$ cat config.mk
export PLATFORM = sky130hd
export DESIGN_NAME = booth_mul_seq
export DESIGN_NICKNAME = d
export VERILOG_FILES = /design/src/rtl/booth_mul_seq.sv
export SDC_FILE = /design/constraint.sdc
export NUM_CORES = 1
export LEC_CHECK = 0
export CAP_MARGIN = 5
export CELL_PAD_IN_SITES_DETAIL_PLACEMENT = 1
export CELL_PAD_IN_SITES_GLOBAL_PLACEMENT = 1
export CORE_UTILIZATION = 43
export CTS_BUF_LIST = sky130_fd_sc_hd__clkbuf_4 sky130_fd_sc_hd__clkbuf_8
export CTS_CLUSTER_SIZE = 28
export DETAILED_ROUTE_END_ITERATION = 8
export PLACE_DENSITY = 0.91
export SLEW_MARGIN = 25
export SYNTH_ARGS = -nofsm -noshare
export SYNTH_HDL_FRONTEND = slang
export SYNTH_SLANG_ARGS = --single-unit
$ cat constraint.sdc
create_clock -name clk -period 3.6 [get_ports clk]
set_clock_uncertainty 0.1 [all_clocks]
set_input_delay 0.54 -clock clk [delete_from_list [all_inputs] [get_ports clk]]
set_output_delay 0.54 -clock clk [all_outputs]
set_load 0.01 [all_outputs]
$ cat src/rtl/booth_mul_seq.sv
`default_nettype none
// ============================================================================
// Module   : booth_mul_seq
// Purpose  : Sequential radix-2 Booth multiplier with signed/unsigned mode.
//            One add/subtract plus one arithmetic right shift per clock.
//            start/busy/done handshake; product register is held until the
//            next completed operation.
// Ports    : clk          - rising-edge clock
//            rst_n        - asynchronous active-low reset
//            start        - operation request (accepted while busy==0)
//            is_signed    - 1: two's-complement operands, 0: unsigned
//            multiplicand - operand M (WIDTH bits)
//            multiplier   - operand Q (WIDTH bits)
//            busy         - high while iterating
//            done         - one-cycle completion pulse
//            product      - 2*WIDTH-bit result register
// Revision : 1.0 - initial release
// ============================================================================
module booth_mul_seq #(
  parameter int WIDTH = 8,
  parameter int CNT_W = $clog2(WIDTH + 2)
) (
  input  logic                 clk,
  input  logic                 rst_n,
  input  logic                 start,
  input  logic                 is_signed,
  input  logic [WIDTH-1:0]     multiplicand,
  input  logic [WIDTH-1:0]     multiplier,
  output logic                 busy,
  output logic                 done,
  output logic [2*WIDTH-1:0]   product
);

  typedef enum logic [1:0] {
    S_IDLE = 2'd0,
    S_CALC = 2'd1,
    S_DONE = 2'd2
  } state_e;

  // Signed operands need WIDTH Booth steps; unsigned ones are treated as
  // non-negative (WIDTH+1)-bit values and therefore need one extra step.
  localparam logic [CNT_W-1:0] C_N_SIGNED   = CNT_W'(WIDTH);
  localparam logic [CNT_W-1:0] C_N_UNSIGNED = CNT_W'(WIDTH + 1);
  localparam logic [CNT_W-1:0] C_CNT_ONE    = CNT_W'(1);

  state_e               state_q,   state_d;
  logic [WIDTH:0]       mx_q,      mx_d;
  logic [WIDTH:0]       a_q,       a_d;
  logic [WIDTH:0]       qx_q,      qx_d;
  logic                 qm1_q,     qm1_d;
  logic [CNT_W-1:0]     cnt_q,     cnt_d;
  logic                 sgn_q,     sgn_d;
  logic [2*WIDTH-1:0]   product_q, product_d;

  // Booth step datapath: A + addend + cin, where subtraction uses ~Mx + 1.
  logic                 w_op_add;
  logic                 w_op_sub;
  logic [WIDTH:0]       w_addend;
  logic [WIDTH:0]       w_cin_vec;
  logic [WIDTH:0]       w_sum;
  logic [WIDTH:0]       w_mx_ext;
  logic [WIDTH:0]       w_qx_ext;

  assign w_op_add  = ~qx_q[0] &  qm1_q;
  assign w_op_sub  =  qx_q[0] & ~qm1_q;
  assign w_addend  = w_op_sub ? ~mx_q : (w_op_add ? mx_q : '0);
  assign w_cin_vec = {{WIDTH{1'b0}}, w_op_sub};
  assign w_sum     = a_q + w_addend + w_cin_vec;

  assign w_mx_ext  = {is_signed & multiplicand[WIDTH-1], multiplicand};
  assign w_qx_ext  = {is_signed & multiplier[WIDTH-1],   multiplier};

  always_ff @(posedge clk or negedge rst_n) begin
    if (!rst_n) begin
      state_q   <= S_IDLE;
      mx_q      <= '0;
      a_q       <= '0;
      qx_q      <= '0;
      qm1_q     <= 1'b0;
      cnt_q     <= '0;
      sgn_q     <= 1'b0;
      product_q <= '0;
    end else begin
      state_q   <= state_d;
      mx_q      <= mx_d;
      a_q       <= a_d;
      qx_q      <= qx_d;
      qm1_q     <= qm1_d;
      cnt_q     <= cnt_d;
      sgn_q     <= sgn_d;
      product_q <= product_d;
    end
  end

  always_comb begin
    state_d   = state_q;
    mx_d      = mx_q;
    a_d       = a_q;
    qx_d      = qx_q;
    qm1_d     = qm1_q;
    cnt_d     = cnt_q;
    sgn_d     = sgn_q;
    product_d = product_q;

    case (state_q)
      S_IDLE, S_DONE: begin
        if (start) begin
          mx_d    = w_mx_ext;
          qx_d    = w_qx_ext;
          a_d     = '0;
          qm1_d   = 1'b0;
          sgn_d   = is_signed;
          cnt_d   = is_signed ? C_N_SIGNED : C_N_UNSIGNED;
          state_d = S_CALC;
        end else begin
          state_d = S_IDLE;
        end
      end

      S_CALC: begin
        // Arithmetic shift of {A, Qx, q_m1} with A's MSB replicated.
        a_d   = {w_sum[WIDTH], w_sum[WIDTH:1]};
        qx_d  = {w_sum[0], qx_q[WIDTH:1]};
        qm1_d = qx_q[0];
        cnt_d = cnt_q - C_CNT_ONE;
        if (cnt_q == C_CNT_ONE) begin
          state_d = S_DONE;
          // After WIDTH steps (signed) the product sits one bit higher in
          // {A, Qx} than after WIDTH+1 steps (unsigned); Qx[0] then still
          // holds an unconsumed copy of the sign bit.
          if (sgn_q) begin
            product_d = {a_d[WIDTH-1:0], qx_d[WIDTH:1]};
          end else begin
            product_d = {a_d[WIDTH-2:0], qx_d};
          end
        end
      end

      default: begin
        state_d = S_IDLE;
      end
    endcase
  end

  assign busy    = (state_q == S_CALC);
  assign done    = (state_q == S_DONE);
  assign product = product_q;

endmodule
`default_nettype wire

==> reports/results.txt, run 1 <==
DP Wirelength: 4280 um
mux contribution to synthesized area: 3.93%
startpoint types: register
CTS resizes: 0
xor and xnor area share after synthesis: 2.41%
Critical Path, Cell by Cell: nand2b_1 -> o21ai_0 -> fa_1 -> fa_1 -> a21o_1 -> a21oi_1 -> o21ai_1 -> a31oi_1 -> xnor2_1 -> a22o_1
Yosys cell types: 35
core area: 5610 um2
Synth Area per Inst: 9.43 um2
DRC: 0
vias in the first global route: 2155
die area: 6240 um2
# IOs: 38
WP depth: 10
fmax: 326 MHz
CTS max path bufs: 2
maximum vdd drop: 0.423 mV
antenna violations before repair: 0
ys async rst share: 100%
Finished Layout Cells: 376
num rows: 27
CTS buffer count: 5
Setup TNS: 0 ps
die span in y: 79.0 um
layout cell share with drive strength beyond 1: 5.92%
Cells after Synth: 270
largest family of logic cells by synthesized area: compound AO/OA/AOI/OAI gates
hold_buf cts: 0
global-route wire length before repair: 10500 um
fillers: 649
synth top area cells: dfrtp_1 (49%), nand2_1 (11%), o21ai_0 (5.1%)
Synth area leader: dfrtp_1
P_leak: 1.46 nW
Setup Buffers After CTS: 0
CP max-delay cell: fa_1
cells on worst reg2reg path: 10
syn nets: 301
Post-synth top flop: dfrtp_1
Clk Latency, worst-skew pair: 310 ps
Post-Syn Area: 2550 um2
Ys Warns: 0
Final Max Slew Viols: 0
Hold Path Class: input port to async pin
wire length per cell: 15.9 um
endpoints failing hold: 0
htree depth: 2
synthesis-stage register bit count: 50
CTS sink count: 50
initial DRC count: 93
drt pass-1 iters: 4
number of flops mapped to enable cells by yosys: 0
clk slew on worst S/H paths: 90 ps
antenna cells: 0
Worst Path Class, Setup: register to register
fin crit share: 85.3%
Worst EP required: 3710 ps
Synth top area share: 49.1%
root buf cell: clkbuf_8
placed instance count: 368
Finished Core Util: 54.7%
via count: 2093
commonest non-fill, non-tap cell in the layout: nand2_1
maximum number of pins on one net before global-route repair: 51
routed vias/inst: 5.57
synth-to-layout area growth: 20.5%
Remaining Overflow, GRT: 0
gr usage total: 22.0%
die span in x: 79.0 um
RSZ-0062 raised after global routing: no
number of nets with antenna violations after detailed routing: 0
placer congestion estimate: 0.874
adder-cell area share of the yosys netlist: 5.99%
WP data arrival: 3180 ps
worst slew pin tran: 816 ps
compound-gate portion of the synthesized area: 18.3%
CP delay by family, top: compound AO/OA/AOI/OAI gates
# port buffers: 37
CP Buf/Inv Count: 0
final wirelength: 5990 um
relative slew slack: 45.5%
fin crit period: 3070 ps
CTS tree: done
final setup violation count: 0
pwr/cell area: 1090 nW/um2
CP peak stage delay: 450 ps
Crit Path Max Fanout: 10
Initial Utilization: 45.4%
Final #Nets: 334
most frequent cells in the layout: nand2_1 (74), dfrtp_1 (50), clkdlybuf4s50_1 (36), o21ai_0 (26), a21oi_1 (11)
crit end category: register
Max-Cap Viols: 0
Seq/Total Area, Yosys: 49.1%
outcome: finished, final reports clean
Crit path top cell by count: fa_1
Synth Area in Simple Gates: 16.3%
## layout make-up
class                           instances  area [um2]  share of cell area (%)
Inverter                                8        30.0                   0.978
Clock inverter                          2        37.5                    1.22
Tap cell                               72        90.1                    2.94
Multi-Input combinational cell        198        1190                    38.9
Sequential cell                        50        1250                    40.8
Clock buffer                            6        76.3                    2.49
Timing Repair Buffer                   40         390                    12.7
## path summary, 6_finish.rpt
kind	startpoint	endpoint	slack, ps
max	qx_q[0]$_DFFE_PN0P_	a_q[7]$_DFFE_PN0P_	530
min	rst_n	product[1]$_DFFE_PN0P_	150
max reg2reg	qx_q[0]$_DFFE_PN0P_	a_q[7]$_DFFE_PN0P_	530
min reg2reg	product[1]$_DFFE_PN0P_	product[1]$_DFFE_PN0P_	390
max in group asynchronous	rst_n	a_q[1]$_DFFE_PN0P_	2850
min in group clk	product[1]$_DFFE_PN0P_	product[1]$_DFFE_PN0P_	390
## cells by family after synthesis
group	count (synthesis)
xor gates and xnor gates	7
adders and majority gates	11
DFF	50
muxes	10
buffers and inverters	22
and+or+nand+nor	98
AOI/OAI and AO/OA	72
## per-stage QoR
| step | setup slack (ps) | total power [mW] | hold WS (ps) | area [um2] |
|---|---|---|---|---|
| 6_report | 528 | 3.34 | 148 | 3070 |
| 5_1_grt | 380 | 3.62 | 194 | 3070 |
| 4_1_cts | 529 | 3.37 | 161 | 3070 |
| 3_5_place_dp | 611 | 2.92 | 370 | 2960 |
| 3_3_place_gp | 689 | 2.80 | 356 | 2950 |
| 2_1_floorplan | 756 | 2.37 | 144 | 2550 |
## flip-flops by register name, summed over array words and instances, names as in the netlist
| name | flops |
|---|---|
| state_q | 2 |
| mx_q | 9 |
| sgn_q | 1 |
| a_q | 8 |
| product | 16 |
| qx_q | 9 |
| cnt_q | 4 |
| qm1_q | 1 |
## synthesized netlist by cell type (2+ instances only)
library cell,n
nor2_1,7
buf_2,4
a21oi_1,11
o21ai_1,2
nand2_1,74
nor4_1,2
a2bb2oi_1,2
inv_1,8
o21ai_0,26
a22o_1,9
a31oi_1,2
buf_6,2
clkbuf_1,7
nand2b_1,3
mux2i_1,10
nor2_2,2
xnor2_1,6
a21o_1,6
dfrtp_1,50
nor2b_1,3
ha_1,9
fa_1,2
nand3_1,3
a22oi_1,9
## worst register-to-register path, delay by kind of cell (launching register included)
family	cells	cell delay, ps
AOI/OAI and AO/OA	6	1240
adders and majority gates	2	880
and+or+nand+nor	1	240
DFF	1	410
xor gates and xnor gates	1	110
## where the power goes
group          switching [mW]  internal (mW)
registers               0.239          0.837
clock network           0.190          0.215
logic                    1.02          0.843
total                    1.45           1.90
## per-layer routing
layer | track usage, % | wire (um) | up-vias
met2 | 36.7 | 2950 | 45
met4 | 8.18 | 132 | 0
met3 | 3.79 | 172 | 12
met5 | 0 | 0 | -
met1 | 28.5 | 2740 | 1048
li1 | - | - | 988
(Power assumes the default switching activity.)
==> run 2: changes to the inputs <==
- SETUP_SLACK_MARGIN: not set -> 0.15
==> results of run 2 <==
Final layout, timing and power as in run 1 (identical DEF).
==> run 3: changes to the inputs <==
- CAP_MARGIN: 5 -> 0
==> results of run 3 <==
Final layout, timing and power as in run 1 (identical DEF).
